`src/rtl/ov7670_dvp_gen_pkg.sv`:
```
// Shared types and widths for the OV7670 DVP test-pattern generator.
// The optional checksum output is controlled by OV7670_DVP_GEN_CHKSUM_EN.
package ov7670_dvp_gen_pkg;

    typedef enum logic [2:0] {
        ST_IDLE   = 3'd0,
        ST_VSYNC  = 3'd1,
        ST_VBACK  = 3'd2,
        ST_ACTIVE = 3'd3,
        ST_HBLANK = 3'd4,
        ST_VFRONT = 3'd5
    } state_e;

    typedef enum logic [1:0] {
        PAT_SOLID = 2'd0,
        PAT_GRAD  = 2'd1,
        PAT_BARS  = 2'd2,
        PAT_INDEX = 2'd3
    } pattern_e;

    localparam int c_pix_w  = 12;
    localparam int c_chan_w = 4;
    localparam int c_byte_w = 8;
    localparam int c_pos_w  = 12;
    localparam int c_cnt_w  = 24;

    // RGB444 on an 8-bit bus: first byte {0000,R}, second byte {G,B}.
    function automatic logic [c_byte_w-1:0] pack_byte(input logic [c_pix_w-1:0] pix,
                                                      input logic               second);
        return second ? pix[2*c_chan_w-1:0]
                      : {{(c_byte_w-c_chan_w){1'b0}}, pix[c_pix_w-1:2*c_chan_w]};
    endfunction

endpackage

```
`src/rtl/ov7670_pattern_rom.sv`:
```
// Combinational pixel source: maps pattern, column, row and solid colour
// to a 12-bit RGB444 pixel.
module ov7670_pattern_rom
    import ov7670_dvp_gen_pkg::*;
#(
    parameter int c_img_cols = 80
) (
    input  pattern_e             pattern,
    input  logic [c_pos_w-1:0]   col,
    input  logic [c_pos_w-1:0]   row,
    input  logic [c_pix_w-1:0]   solid_rgb,
    output logic [c_pix_w-1:0]   pixel
);

    logic [c_pos_w+2:0] bar_num;
    logic [2:0]         bar;
    logic [c_pix_w-1:0] index;

    always_comb begin
        bar_num = {col, 3'b000};
        bar     = 3'(bar_num / (c_pos_w+3)'(c_img_cols));
        // Index wraps modulo 2^12, so 12-bit arithmetic gives the truncated value directly.
        index   = c_pix_w'(row * c_pix_w'(c_img_cols) + col);
        pixel   = '0;
        case (pattern)
            PAT_SOLID: pixel = solid_rgb;
            PAT_GRAD:  pixel = {col[3:0], row[3:0], 4'h0};
            PAT_BARS:  pixel = {{4{bar[2]}}, {4{bar[1]}}, {4{bar[0]}}};
            PAT_INDEX: pixel = index;
            default:   pixel = '0;
        endcase
    end

endmodule

```
`src/rtl/ov7670_dvp_gen.sv`:
```
// OV7670-style DVP frame generator (pclk = clk/2, vsync/href/d timing + test patterns).
// Define OV7670_DVP_GEN_CHKSUM_EN to add the frame_sum checksum output.
module ov7670_dvp_gen
    import ov7670_dvp_gen_pkg::*;
#(
    parameter int c_img_cols     = 80,
    parameter int c_img_rows     = 60,
    parameter int c_vsync_lines  = 3,
    parameter int c_vback_lines  = 17,
    parameter int c_vfront_lines = 10,
    parameter int c_hblank_pclk  = 144
) (
    input  logic                clk,
    input  logic                rst,
    input  logic                enable,
    input  logic [1:0]          pattern_sel,
    input  logic [c_pix_w-1:0]  solid_rgb,
    output logic                pclk,
    output logic                vsync,
    output logic                href,
    output logic [c_byte_w-1:0] d,
    output logic                frame_done,
`ifdef OV7670_DVP_GEN_CHKSUM_EN
    output logic [15:0]         frame_sum,
`endif
    output state_e              dbg_state
);

    localparam int c_line = 2*c_img_cols + c_hblank_pclk;
    localparam logic [c_cnt_w-1:0] c_vsync_last  = c_cnt_w'(c_vsync_lines*c_line - 1);
    localparam logic [c_cnt_w-1:0] c_vback_last  = c_cnt_w'(c_vback_lines*c_line - 1);
    localparam logic [c_cnt_w-1:0] c_vfront_last = c_cnt_w'(c_vfront_lines*c_line - 1);
    localparam logic [c_cnt_w-1:0] c_hblank_last = c_cnt_w'(c_hblank_pclk - 1);
    localparam logic [c_pos_w-1:0] c_col_last    = c_pos_w'(c_img_cols - 1);
    localparam logic [c_pos_w-1:0] c_row_last    = c_pos_w'(c_img_rows - 1);

    logic               pclk_q;
    state_e             state_q, state_n;
    logic [c_cnt_w-1:0] cnt_q, cnt_n;
    logic [c_pos_w-1:0] col_q, col_n, row_q, row_n;
    logic               byte_q, byte_n;
    logic               load_n, done_n;
    pattern_e           pat_q;
    logic [c_pix_w-1:0] solid_q, pixel;
    logic               frame_done_q;

    // pclk high means the next clk edge is the falling pclk edge: the only edge where state moves.
    always_ff @(posedge clk or posedge rst) begin
        if (rst) pclk_q <= 1'b0;
        else     pclk_q <= ~pclk_q;
    end

    always_ff @(posedge clk or posedge rst) begin
        if (rst) begin
            state_q      <= ST_IDLE;
            cnt_q        <= '0;
            col_q        <= '0;
            row_q        <= '0;
            byte_q       <= 1'b0;
            pat_q        <= PAT_SOLID;
            solid_q      <= '0;
            frame_done_q <= 1'b0;
        end else begin
            frame_done_q <= pclk_q & done_n;
            if (pclk_q) begin
                state_q <= state_n;
                cnt_q   <= cnt_n;
                col_q   <= col_n;
                row_q   <= row_n;
                byte_q  <= byte_n;
                if (load_n) begin
                    pat_q   <= pattern_e'(pattern_sel);
                    solid_q <= solid_rgb;
                end
            end
        end
    end

    always_comb begin
        state_n = state_q;
        cnt_n   = cnt_q;
        col_n   = col_q;
        row_n   = row_q;
        byte_n  = byte_q;
        load_n  = 1'b0;
        done_n  = 1'b0;
        case (state_q)
            ST_IDLE: begin
                if (enable) begin
                    state_n = ST_VSYNC;
                    cnt_n   = '0;
                    load_n  = 1'b1;
                end
            end
            ST_VSYNC: begin
                if (cnt_q == c_vsync_last) begin
                    state_n = ST_VBACK;
                    cnt_n   = '0;
                end else cnt_n = cnt_q + 1'b1;
            end
            ST_VBACK: begin
                if (cnt_q == c_vback_last) begin
                    state_n = ST_ACTIVE;
                    cnt_n   = '0;
                    col_n   = '0;
                    row_n   = '0;
                    byte_n  = 1'b0;
                end else cnt_n = cnt_q + 1'b1;
            end
            ST_ACTIVE: begin
                if (byte_q) begin
                    byte_n = 1'b0;
                    if (col_q == c_col_last) begin
                        col_n   = '0;
                        cnt_n   = '0;
                        state_n = ST_HBLANK;
                    end else col_n = col_q + 1'b1;
                end else byte_n = 1'b1;
            end
            ST_HBLANK: begin
                if (cnt_q == c_hblank_last) begin
                    cnt_n = '0;
                    if (row_q == c_row_last) begin
                        row_n   = '0;
                        state_n = ST_VFRONT;
                    end else begin
                        row_n   = row_q + 1'b1;
                        state_n = ST_ACTIVE;
                    end
                end else cnt_n = cnt_q + 1'b1;
            end
            ST_VFRONT: begin
                if (cnt_q == c_vfront_last) begin
                    state_n = ST_IDLE;
                    cnt_n   = '0;
                    done_n  = 1'b1;
                end else cnt_n = cnt_q + 1'b1;
            end
            default: begin
                state_n = ST_IDLE;
                cnt_n   = '0;
            end
        endcase
    end

    ov7670_pattern_rom #(
        .c_img_cols(c_img_cols)
    ) u_rom (
        .pattern   (pat_q),
        .col       (col_q),
        .row       (row_q),
        .solid_rgb (solid_q),
        .pixel     (pixel)
    );

    assign pclk       = pclk_q;
    assign vsync      = (state_q == ST_VSYNC);
    assign href       = (state_q == ST_ACTIVE);
    assign d          = href ? pack_byte(pixel, byte_q) : '0;
    assign frame_done = frame_done_q;
    assign dbg_state  = state_q;

`ifdef OV7670_DVP_GEN_CHKSUM_EN
    logic [15:0] acc_q, sum_q;

    // Accumulate once per pixel, on the step that leaves its second byte.
    always_ff @(posedge clk or posedge rst) begin
        if (rst) begin
            acc_q <= '0;
            sum_q <= '0;
        end else if (pclk_q) begin
            if (load_n) acc_q <= '0;
            else if (state_q == ST_ACTIVE && byte_q) acc_q <= acc_q + {4'b0000, pixel};
            if (done_n) sum_q <= acc_q;
        end
    end

    assign frame_sum = sum_q;
`endif

endmodule

```
`config.mk`:
```
export PLATFORM = sky130hd
export DESIGN_NAME = ov7670_dvp_gen
export DESIGN_NICKNAME = d
export VERILOG_FILES = /design/src/rtl/ov7670_dvp_gen_pkg.sv /design/src/rtl/ov7670_pattern_rom.sv /design/src/rtl/ov7670_dvp_gen.sv
export SDC_FILE = /design/constraint.sdc
export NUM_CORES = 1
export LEC_CHECK = 0
export CAP_MARGIN = 20
export CORE_MARGIN = 2
export CORE_UTILIZATION = 60
export CTS_BUF_LIST = sky130_fd_sc_hd__clkbuf_4
export DETAILED_ROUTE_END_ITERATION = 8
export HOLD_SLACK_MARGIN = 0.02
export PLACE_DENSITY = 0.8
export SLEW_MARGIN = 40
export SYNTH_ARGS = -nofsm -noshare
export SYNTH_HDL_FRONTEND = slang
export SYNTH_HIERARCHICAL = 1
export SYNTH_SLANG_ARGS = --single-unit
```
`constraint.sdc`:
```
create_clock -name clk -period 4.35 [get_ports clk]
set_clock_uncertainty 0.15 [all_clocks]
set_input_delay 0.87 -clock clk [delete_from_list [all_inputs] [get_ports clk]]
set_output_delay 0.87 -clock clk [all_outputs]
set_load 0.01 [all_outputs]
```
Word-level counts from Yosys, hierarchy flattened

Cells that the tools add are included.

Reduce and logical (&&, ||, !) cells: 10
Add/sub/neg operators: 4
Multipliers: 1
Bitwise gates (word level): 2
Equal/unequal tests: 21
Div/mod/pow operators: 1
Muxes and demuxes: 34

Operators by type and width:

| operator                                           | number |
|---|---|
| 2-to-1 mux 24 bit                                  | 7 |
| case mux 24 bit (6 select lines)                   | 1 |
| 2-to-1 mux 12 bit                                  | 5 |
| case mux 12 bit (2 select lines)                   | 2 |
| case mux 12 bit (4 select lines)                   | 1 |
| adder 12 x 1 -> 12 bit (second input constant)     | 2 |
| adder 24 x 1 -> 24 bit (second input constant)     | 1 |
| == test 24 x 10 -> 1 bit (second input constant)   | 1 |
| == test 24 x 12 -> 1 bit (second input constant)   | 1 |
| == test 24 x 13 -> 1 bit (second input constant)   | 1 |
| == test 24 x 8 -> 1 bit (second input constant)    | 1 |
| 2-to-1 mux 3 bit                                   | 8 |
| case mux 3 bit (6 select lines)                    | 1 |
| 2-to-1 mux 8 bit                                   | 2 |
| divider 15 x 7 -> 15 bit (second input constant)   | 1 |
| adder 12 bit                                       | 1 |
| == test 12 x 6 -> 1 bit (second input constant)    | 1 |
| == test 12 x 7 -> 1 bit (second input constant)    | 1 |
| multiplier 12 x 3 -> 8 bit (second input constant) | 1 |
| AND reduction 4 bit                                | 3 |
| != test 2 bit (second input constant)              | 4 |
| AND reduction 8 bit                                | 1 |
| == test 3 x 2 -> 1 bit (second input constant)     | 2 |
| == test 3 bit (second input constant)              | 2 |
| 13 further kinds                                   | 22 |

Word-level logic and storage cells: 82
Output and inout bits: 15
Flip-flop bits (word level): 68

Longest topological paths before layout

Word-level depth: 5
Mapped depth: 15
Mapped depth without buffers: 15

Cells and area by module

The synthesis kept the hierarchy.

By module, submodules not included:

| module             | cells an instance | instances | area an instance (um^2) |
|---|---|---|---|
| ov7670_dvp_gen     | 397               | 1         | 3733.6 |
| ov7670_pattern_rom | 260               | 1         | 1821.7 |

Least setup slack after synthesis

OpenSTA, ideal clock, no wires.

Path kind: register -> output
Start point: register col_q[7]
End point: output d[0]
Cell stages (with the launch flop): 14
Setup slack: 0.348 ns
Arrival: 2.982 ns
Cell sequence: dfrtp_1 -> buf_6 -> or4b_1 -> nand3_1 -> a221oi_2 -> a21oi_1 -> o221ai_1 -> a32oi_2 -> mux2_2 -> a221oi_2 -> o21a_2 -> o31a_1 -> mux2i_1 -> nor2_1

Longest elaborated chain between the ends: 4
Elaborated cells on any way between the ends: 5

RTL lines:

| what                             | line                     | text |
|---|---|---|
| start, declared                  | ov7670_dvp_gen.sv:40     | `logic [c_pos_w-1:0] col_q, col_n, row_q, row_n;` |
| start signal, assigned           | ov7670_dvp_gen.sv:68     | `col_q <= col_n;` |
| divider 15 x 7 -> 15 bit         | ov7670_pattern_rom.sv:21 | `bar = 3'(bar_num / (c_pos_w+3)'(c_img_cols));` |
| case mux 12 bit (4 select lines) | ov7670_pattern_rom.sv:25 | `case (pattern)` |
| named net pixel[0]               | ov7670_dvp_gen.sv:44     | `logic [c_pix_w-1:0] solid_q, pixel;` |
| 2-to-1 mux 8 bit                 | ov7670_dvp_gen_pkg.sv:30 | `return second ? pix[2*c_chan_w-1:0]` |
| 2-to-1 mux 8 bit                 | ov7670_dvp_gen.sv:159    | `assign d = href ? pack_byte(pixel, byte_q) : '0;` |
| end, declared                    | ov7670_dvp_gen.sv:21     | `output logic [c_byte_w-1:0] d,` |

The timed path passes the listed nets, and every way through them passes these cells.

Worst setup path in the final report

Start point: register col_q[10]
End point: output d[0]

Same word-level chain as after synthesis.

==> flow_summary.yaml <==
pwr:
  vdd_drop_max_mv: 0.2715
  p_total_w: 0.001907
  p_per_area_nw_per_um2: 272.0
  p_leak_nw: 2.856
floorplanning:
  rows: 35
  core_area_um2: 9109
  die_x_um: 100.2
  io_pins: 32
  die_height_um: 100.2
  die-area_um2: 10050
  start_util_pct: 60.99
setup_path:
  r2r_end: "cnt_q[5]"
  reg2reg_slack_ns: 1.03
  worstPathArrival_ns: 4.03
  path_class: "register to output port"
  cp.required_ns: 3.33
  start_kind: "register"
  crit_path_max_fanout: 6
  r2r.worst_path.cells: 8
  r2r_start: "col_q[10]"
  crit_path_end_kind: "output port"
finish:
  nFillCells: 617
  multiInputGateArea_um2: 3963
  diodes: 0
  area_growth_pct: 26.22
  drive_gt1_share_pct: 28.01
  final_util_pct: 76.98
  regArea_um2: 1708
  finalNonFillerCells: 868
  fin_nets: 790
place:
  dp_hpwl_mm: 10.68
  gp_congestion: 0.9306
  dp_cells: 815
  port_buffers: 31
global_route:
  first_global_vias: 5599
  grt_usage_pct: 32.88
  grt-ovfl-total: 0
  grt_start_max_net_pins: 35
  grt_pass1_wl_mm: 26.86
  antenna_found_initial: 0
timing:
  postLayoutSetupSlackWorst_ns: -0.7028
  rsz0062_at_grt: "yes"
  holdWs_ns: 0.3495
  slew_headroom_pct: 45.51
  final_max_slew_viol_count: 0
  finalHoldViolCount: 0
  worst_slew_pin_slew_ns: 0.8149
  finalCritPeriodShare_pct: 116.2
  fin_crit_ns: 5.053
  setup_viol: 8
  max_freq_mhz: 197.9
logic_synthesis:
  yosysSeqAreaShare_pct: 30.63
  yosys_warnings: 6
  netlist_area_um2: 5555
  syn-num-nets: 695
  synth_ff_type: "dfrtp_1"
  async_reset_ff_share_pct: 100.0
  synth.avg_cell_area_um2: 8.456
  yosys.cell_types.count: 88
  yosysTopAreaCell: "dfrtp_1"
  synth_top_area_share_pct: 30.63
  syn_inst: 657
  synth_edf_count: 0
  synth.area.top_cells: "dfrtp_1, ha_1, mux2_2, nor2_1, xnor2_1"
  synth-seq-cells: 68
hold_path:
  hold_path_end: "row_q[11]"
  hold_start: "row_q[11]"
  min_path_type: "register to register"
  hold_depth: 1
run_status:
  violations: "setup timing"
  status: "finished with violations"
drt:
  viasPerCell: 6.779
  wl_mm: 17.15
  drt_iter0_markers: 472
  post_drt_wl_per_cell_um: 19.76
  antenna_left: 0
  first_pass_iters: 6
  post-route-drc-count: 0
  vias: 5884
clocking:
  cts_root_buf: "clkbuf_4"
  clk_path_buf_depth: 2
  clkSlewWorstSetupHoldPaths_ns: 0.12
  htreeDepth: 3
  clk_latency_ns: 0.42
  cts_made_buffers: 9
  clock_sinks: 68
  tritoncts: "yes"
flow_run:
  drv_cap: 0
==> Yosys cell counts (all sizes together), types with 5 or more instances <==
library cell and number:
dfrtp 68, nor2 60, nand2 54, o21ai 53
nand3 35, inv 27, xnor2 24, o31ai 23
a21oi 22, nand4 21, ha 19, mux2 19
buf 18, nor3 17, clkbuf 15, nand2b 15
o211ai 14, nor4 13, and3 12, and2 10
a31oi 7, a211oi 6, nor2b 6, o22ai 6
o31a 6, mux2i 5, o21a 5
==> routing by layer <==
metal  part of all wire, %  GRT usage (%)
met1                    38          41.35
met2                    48          55.91
met3                   8.2          5.710
met4                   5.2          13.70
met5                     0              0
==> worst max path at each step <==
stage | startpoint | slack (ns) | endpoint | cells past startpoint
floorplan | col_q[7] | 0.35 | d[0] | 13
global placement | col_q[10] | -0.25 | d[3] | 14
detailed placement | col_q[10] | -0.40 | d[1] | 14
CTS | col_q[7] | -0.36 | d[1] | 16
global route | col_q[11] | -0.81 | d[0] | 18
finish | col_q[10] | -0.70 | d[0] | 16
==> where the power goes <==
part / internal, W / leakage, nW / switching (W) / total, W
clock network: 0.000172 / 0.0674 / 0.000239 / 0.000411
registers: 0.000713 / 0.901 / 0.000124 / 0.000837
logic: 0.000295 / 1.89 / 0.000364 / 0.000660
total: 0.00118 / 2.86 / 0.000727 / 0.00191
==> kinds of logic after synthesis <==
kind of cell | share of synthesized area, %
compound gates | 23.60
flops | 30.63
fa+ha+maj | 5.405
simple gates | 26.08
mux | 4.752
buf+inv | 5.113
xor+xnor | 4.414
==> worst max-delay path, cell delays in order, from the launching register on <==
cell and delay (ns):
dfrtp_2 0.49, buf_6 0.14, or4b_4 0.51, o211ai_4 0.11
o21a_4 0.19, a211oi_2 0.04, a311o_1 0.40, buf_4 0.17
nor3_4 0.32, mux2_4 0.26, a221oi_4 0.06, o21a_2 0.15
buf_6 0.12, o31a_1 0.28, mux2i_1 0.15, nor2_1 0.07
buf_2 0.15
==> area by class of cell <==
cell class	count	share of cell area, %
multi-input cells	527	56.51
clock inverters	7	0.9458
clock buffers	9	0.9636
flip-flops and latches	68	24.36
inverters	29	1.552
well taps	111	1.981
repair buffers	117	13.69
==> stage by stage <==
step | cell area (µm²) | worst slack (ns) | setup TNS (ns)
final | 7012 | -0.7028 | -4.187
after global placement | 6197 | -0.2522 | -1.942
after CTS | 6782 | -0.3610 | -1.836
after global routing | 7012 | -0.8080 | -5.079
after detailed placement | 6197 | -0.3972 | -2.751
after floorplan | 5555 | 0.3485 | 0
==> state kept, by name (all words and copies together) (netlist names) <==
register / flops
cnt_q: 24
col_q: 12
row_q: 12
solid_q: 12
dbg_state: 3
pat_q: 2
byte_q: 1
frame_done: 1
pclk: 1
==> placed cells by master, fill, tap and decap left out, types with 14 or more instances in the layout <==
cell type / instances
nor3_1: 14
nand2_1: 53
o21ai_1: 22
a21oi_1: 17
clkdlybuf4s50_1: 23
o21ai_0: 29
nand2b_1: 14
nand4_1: 20
inv_1: 24
nand3_1: 32
dfrtp_1: 63
buf_4: 75
xnor2_1: 23
mux2_2: 18
ha_1: 19
nor2_1: 53
o31ai_1: 19
==> what timing repair did <==
item,CTS,global route
resized for setup,95,28
buffers inserted,26,11
hold buffers,0,0
setup endpoints to repair,8,8
cloned,1,0
pin swaps,39,23
(Power assumes the default switching activity.)
